File: config.mk
export PLATFORM = sky130hd
export DESIGN_NAME = pipeline_stage_reg
export DESIGN_NICKNAME = d
export VERILOG_FILES = /design/src/rtl/pipeline_pkg.sv /design/src/rtl/pipeline_stall_counter.sv /design/src/rtl/pipeline_stage_reg.sv
export SDC_FILE = /design/constraint.sdc
export NUM_CORES = 1
export LEC_CHECK = 0
export BUFFER_PORTS_ARGS = -buffer_cell sky130_fd_sc_hd__buf_2
export CORE_MARGIN = 2
export CORE_UTILIZATION = 46
export DETAILED_ROUTE_END_ITERATION = 10
export MAX_ROUTING_LAYER = met4
export PLACE_DENSITY = 0.81
export SLEW_MARGIN = 20
export SYNTH_ARGS = -nofsm -noshare
export SYNTH_HDL_FRONTEND = slang
export SYNTH_SLANG_ARGS = --single-unit
File: constraint.sdc
create_clock -name clk -period 5.05 [get_ports clk]
set_clock_uncertainty 0.2 [all_clocks]
set_input_delay 0 -clock clk [delete_from_list [all_inputs] [get_ports clk]]
set_output_delay 0 -clock clk [all_outputs]
set_load 0.005 [all_outputs]
File: src/rtl/pipeline_pkg.sv
// Shared constants and payload layout for the pipeline stage register.
package pipeline_pkg;

  // Bit positions inside the side-effect enable vector.
  localparam int FX_REGFILE_WE = 0;
  localparam int FX_ITCM_WE    = 1;

  // Default widths used by the stage and its counter.
  localparam int DATA_W_DEF = 128;
  localparam int FX_W_DEF   = 2;
  localparam int CNT_W_DEF  = 16;

  // Default packing of the stage payload (sums to DATA_W_DEF bits).
  typedef struct packed {
    logic [31:0] pc4;
    logic [31:0] alu_result;
    logic [31:0] rs2_data;
    logic [19:0] immediate;
    logic [4:0]  rd;
    logic [6:0]  controls;
  } stage_payload_t;

endpackage

File: src/rtl/pipeline_stall_counter.sv
// Saturating up-counter: counts cycles with inc high, sticks at all-ones.
module pipeline_stall_counter
  import pipeline_pkg::*;
#(
  parameter int CNT_W = CNT_W_DEF
) (
  input  logic             clk,
  input  logic             rst,
  input  logic             inc,
  output logic [CNT_W-1:0] count
);

  logic [CNT_W-1:0] count_q;
  logic [CNT_W-1:0] count_d;

  // Next count: step by one unless already saturated.
  always_comb begin
    count_d = count_q;
    if (inc && (count_q != {CNT_W{1'b1}})) begin
      count_d = count_q + CNT_W'(1);
    end
  end

  // Count register, cleared asynchronously by reset.
  always_ff @(posedge clk or posedge rst) begin
    if (rst) count_q <= '0;
    else     count_q <= count_d;
  end

  assign count = count_q;

endmodule

File: src/rtl/pipeline_stage_reg.sv
// Valid/ready pipeline stage register with 1-cycle latency.
// Handshake: a beat moves on a posedge where valid && ready; valid may not
// depend on ready, and flush discards held beats without affecting in_ready.
// Build option: define PIPELINE_STAGE_SKID_EN for the two-entry skid build
// (in_ready comes straight from a flop); otherwise a single entry is held and
// in_ready = !out_valid || out_ready.
module pipeline_stage_reg
  import pipeline_pkg::*;
#(
  parameter int DATA_W = DATA_W_DEF,
  parameter int FX_W   = FX_W_DEF,
  parameter int CNT_W  = CNT_W_DEF
) (
  input  logic              clk,
  input  logic              rst,
  input  logic              flush,
  input  logic              in_valid,
  output logic              in_ready,
  input  logic [DATA_W-1:0] in_data,
  input  logic [FX_W-1:0]   in_fx,
  output logic              out_valid,
  input  logic              out_ready,
  output logic [DATA_W-1:0] out_data,
  output logic [FX_W-1:0]   out_fx,
  output logic [CNT_W-1:0]  stall_cnt
);

  logic              main_valid_q, main_valid_d;
  logic [DATA_W-1:0] main_data_q,  main_data_d;
  logic [FX_W-1:0]   main_fx_q,    main_fx_d;
  logic              accept_w;
  logic              release_w;

  assign release_w = main_valid_q && out_ready;
  assign accept_w  = in_valid && in_ready;

`ifdef PIPELINE_STAGE_SKID_EN
  logic              skid_valid_q, skid_valid_d;
  logic [DATA_W-1:0] skid_data_q,  skid_data_d;
  logic [FX_W-1:0]   skid_fx_q,    skid_fx_d;

  assign in_ready = !skid_valid_q;

  // Next state for main and skid entries; flush wins over accept/release.
  always_comb begin
    main_valid_d = main_valid_q;
    main_data_d  = main_data_q;
    main_fx_d    = main_fx_q;
    skid_valid_d = skid_valid_q;
    skid_data_d  = skid_data_q;
    skid_fx_d    = skid_fx_q;
    if (flush) begin
      main_valid_d = 1'b0;
      skid_valid_d = 1'b0;
    end else if (release_w) begin
      if (skid_valid_q) begin
        main_valid_d = 1'b1;
        main_data_d  = skid_data_q;
        main_fx_d    = skid_fx_q;
        skid_valid_d = accept_w;
        skid_data_d  = in_data;
        skid_fx_d    = in_fx;
      end else if (accept_w) begin
        main_valid_d = 1'b1;
        main_data_d  = in_data;
        main_fx_d    = in_fx;
      end else begin
        main_valid_d = 1'b0;
      end
    end else if (accept_w) begin
      if (main_valid_q) begin
        skid_valid_d = 1'b1;
        skid_data_d  = in_data;
        skid_fx_d    = in_fx;
      end else begin
        main_valid_d = 1'b1;
        main_data_d  = in_data;
        main_fx_d    = in_fx;
      end
    end
  end

  // Skid entry registers.
  always_ff @(posedge clk or posedge rst) begin
    if (rst) begin
      skid_valid_q <= 1'b0;
      skid_data_q  <= '0;
      skid_fx_q    <= '0;
    end else begin
      skid_valid_q <= skid_valid_d;
      skid_data_q  <= skid_data_d;
      skid_fx_q    <= skid_fx_d;
    end
  end
`else
  assign in_ready = !main_valid_q || out_ready;

  // Next state for the single entry; flush wins over accept/release.
  always_comb begin
    main_valid_d = main_valid_q;
    main_data_d  = main_data_q;
    main_fx_d    = main_fx_q;
    if (flush) begin
      main_valid_d = 1'b0;
    end else if (accept_w) begin
      main_valid_d = 1'b1;
      main_data_d  = in_data;
      main_fx_d    = in_fx;
    end else if (release_w) begin
      main_valid_d = 1'b0;
    end
  end
`endif

  // Main entry registers; data is kept after release so out_data holds.
  always_ff @(posedge clk or posedge rst) begin
    if (rst) begin
      main_valid_q <= 1'b0;
      main_data_q  <= '0;
      main_fx_q    <= '0;
    end else begin
      main_valid_q <= main_valid_d;
      main_data_q  <= main_data_d;
      main_fx_q    <= main_fx_d;
    end
  end

  assign out_valid = main_valid_q;
  assign out_data  = main_data_q;
  assign out_fx    = main_fx_q & {FX_W{main_valid_q}};

  pipeline_stall_counter #(
    .CNT_W (CNT_W)
  ) u_stall_counter (
    .clk   (clk),
    .rst   (rst),
    .inc   (main_valid_q && !out_ready),
    .count (stall_cnt)
  );

endmodule

==> results by group <==
Timing
  – Fin. Hold Viols: 0
  – Slew HR: roughly two fifths
  – Setup TNS: 0 ps
  – Final Critical Period: ~2300 ps
  – Fin crit share: 46.0%
  – Final setup violation count: 0
  – Slew @ Worst Pin: slightly below 900 ps
  – Max Freq: between 400 and 500 MHz
  – RSZ-0062 raised after global routing: no
  – Pins Over Slew Limit: 0

Global route
  – First-pass GRT wire length: roughly 26 mm
  – Largest net degree at the start of global routing: about 130
  – Initial antenna violation count: 0
  – Gr ovfl total: 0
  – Total GRT Usage: a little over a quarter
  – Vias in the first global route: 5161

Floorplan
  – Num ports: 283
  – Die height: between 100 and 150 um
  – Die area: between 10000 and 15000 sq um
  – Initial core utilization: approximately 47%
  – Core Region: 12000 sq um
  – Die width: between 100 and 150 um
  – FP Rows: 40

Clock network
  – Root Buffer: clkbuf_16
  – Bufs on Longest Clock Path: 2
  – Worst skew pair latency: roughly 410 ps
  – Clk sinks: roughly 150
  – Clock Pin Slew Worst Setup and Hold Paths: approximately 60 ps
  – CTS buffer count: 17
  – Htree depth: 4
  – Setup Buffers After CTS: 0
  – CTS tree: built

Setup path
  – Worst reg2reg startpoint: out_valid
  – Delay-heaviest family, CP: simple AND/OR/NAND/NOR gates
  – CP endpoint kind: flip-flop
  – Setup CP Type: flip-flop to flip-flop
  – Startpoint Class: flip-flop
  – R2r endpoint: out_data[64]
  – Worst-path fanout max: between 100 and 150
  – Worst path depth: 4
  – Arrival time worst endpoint: about 2400 ps
  – Worst EP required: a little over 5000 ps
  – Slowest cell on the critical path: buf_12
  – Largest stage delay on the critical path: 450 ps
  – Worst r2r path cells: 4
  – Worst path cell trace: and2b_2, nor3b_2, buf_12, mux2_2
  – WP buf/inv: 1
  – Reg2reg setup slack: 2730 ps

Layout
  – Area grow syn2layout: 63.0%
  – Layout cells sized above 1: roughly 57%
  – Final net count: just over 900
  – Final design utilization: between 70% and 80%

Synthesis
  – Post-synthesis cell type count: 23
  – Syn Nets: between 400 and 500
  – Yosys reg bits: 147
  – Synth Cell Area: 5630 sq um
  – Syn. warnings: 0
  – Post-synthesis sequential area ratio: 65.3%
  – Synth Instances: 359
  – Syn avg cell area: approximately 16 sq um

Route
  – Vias per cell: between 4 and 5
  – Vias: roughly 4700
  – Routed WL: between 15 and 20 mm
  – # DRC: 0
  – WL/cell: around 18 um
  – ANT nets after route: 0
  – Drt first pass iters: 4
  – DRT iter0 DRCs: 264

Placement
  – Port Buffers: ~280
  – Dpl hpwl: approximately 9.2 mm
  – GPL Wtd Cong: about 0.85

Pwr
  – Clock Power Share: approximately two fifths
  – Power per Cell Area: roughly 380 nW/um^2
  – Int Power: ~2700 uW
  – Worst VDD drop: ~0.00025 V
  – Flop pwr share: between 40 and 50%
  – Pleak: approximately 0.0044 uW
  – Sw frac: ~25%
  – Combinational share of power: between 10% and 20%
  – Switching power: about 880 uW

Hold path
  – Worst min-delay path class: primary input to async pin

Run
  – Max capacitance violation total: 0

Outcome
  – Status: completed
## power groups by stage
stage | combinational [uW] | sequential [uW] | clock [uW]
global placement | 544 | 1500 | 0
CTS | 648 | 1490 | 1380
detailed placement | 565 | 1510 | 0
global route | 719 | 1530 | 1430
floorplan | 236 | 1520 | 0
finish | 665 | 1510 | 1360
## layout by cell type, fill, tap and decap left out, types with 2 or more instances in the layout
master,Yosys,layout
nor2_1,9,9
bufinv_16,0,5
nand3_1,10,10
xor2_1,6,6
clkinv_4,0,3
nand4_1,4,4
buf_2,11,282
dfrtp_1,147,147
dlygate4sd3_1,0,134
nor3_1,6,6
xnor2_1,9,9
clkbuf_16,0,17
mux2_2,131,131
clkbuf_1,4,2
and2_1,2,2
inv_6,0,2
nand2_1,7,7
clkinv_2,0,3
or4_1,2,2
## cell usage after synthesis
cell type / instances / area share, %
and2_1: 2 / 0.22
and2b_2: 1 / 0.16
buf_2: 11 / 0.98
clkbuf_1: 4 / 0.27
dfrtp_1: 147 / 65
ha_1: 1 / 0.22
inv_1: 1 / 0.067
inv_2: 1 / 0.067
mux2_2: 131 / 26
nand2_1: 7 / 0.47
nand3_1: 10 / 0.89
nand4_1: 4 / 0.44
nand4b_1: 1 / 0.16
nor2_1: 9 / 0.60
nor3_1: 6 / 0.53
nor3b_1: 2 / 0.27
nor4_1: 1 / 0.11
or2_2: 1 / 0.11
or3b_2: 1 / 0.16
or4_1: 2 / 0.27
or4b_1: 1 / 0.18
xnor2_1: 9 / 1.4
xor2_1: 6 / 0.93
## cells by family (layout without fill, tap and decap cells)
logic type | Yosys count | in the layout | share of synthesized area [%]
xor gates and xnor gates | 15 | 15 | 2.33
muxes | 131 | 131 | 26.2
and+or+nand+nor | 48 | 48 | 4.55
buffers and inverters | 17 | 452 | 1.38
adders and majority gates | 1 | 1 | 0.222
DFF | 147 | 147 | 65.3
other | 0 | 1 | 0
## worst register-to-register path, cell delays in order, from the launching register on
cell and delay (ps):
dfrtp_1 420, and2b_2 250, nor3b_2 240, buf_12 450, mux2_2 640
## layout make-up
cell class              count  area (sq um)
clock buffers              19           433
clock inverters            13           208
inverters                   2          12.5
fillers                   675          2780
repair buffers            418          2780
flip-flops and latches    147          3680
diodes                      1          2.50
multi-input cells         195          1880
well taps                 147           184
## repair_timing
action / in CTS / in global routing
hold endpoints to repair: 238 / 0
resized for setup: 0 / 0
hold buffers: 134 / 0
## state kept, by name, summed over array words and instances (netlist names)
register,cells
main_fx_q,2
out_data,128
out_valid,1
u_stall_counter.count,16
## stage by stage
step	setup slack, ps	hold WS, ps	instance area, sq um	total power (uW)	cells
floorplan	899	-134	5630	1760	359
global placement	2870	-11.1	7190	2040	775
detailed placement	2810	-2.27	7190	2070	775
CTS	2790	126	9180	3510	941
global route	2660	158	9180	3680	941
finish	2730	120	9180	3530	942
## per-layer routing
| layer | wire length (um) | global-route usage [%] | up-vias | part of all wire [%] |
|---|---|---|---|---|
| met5 | 0 | - | - | 0 |
| met4 | 699 | 14.3 | 0 | 4.2 |
| met3 | 919 | 5.82 | 63 | 5.5 |
| met2 | 9110 | 46.9 | 224 | 54 |
| met1 | 6110 | 29.3 | 2296 | 36 |
| li1 | - | - | 2104 | - |
## how the worst max path moves through the flow
stage	start	end
4_1_cts	out_valid	out_data[64]
3_3_place_gp	out_valid	out_data[87]
6_report	out_valid	out_data[64]
2_1_floorplan	rst	main_fx_q[0]
3_5_place_dp	out_valid	out_data[90]
5_1_grt	out_valid	out_data[66]
(Power assumes the default switching activity.)
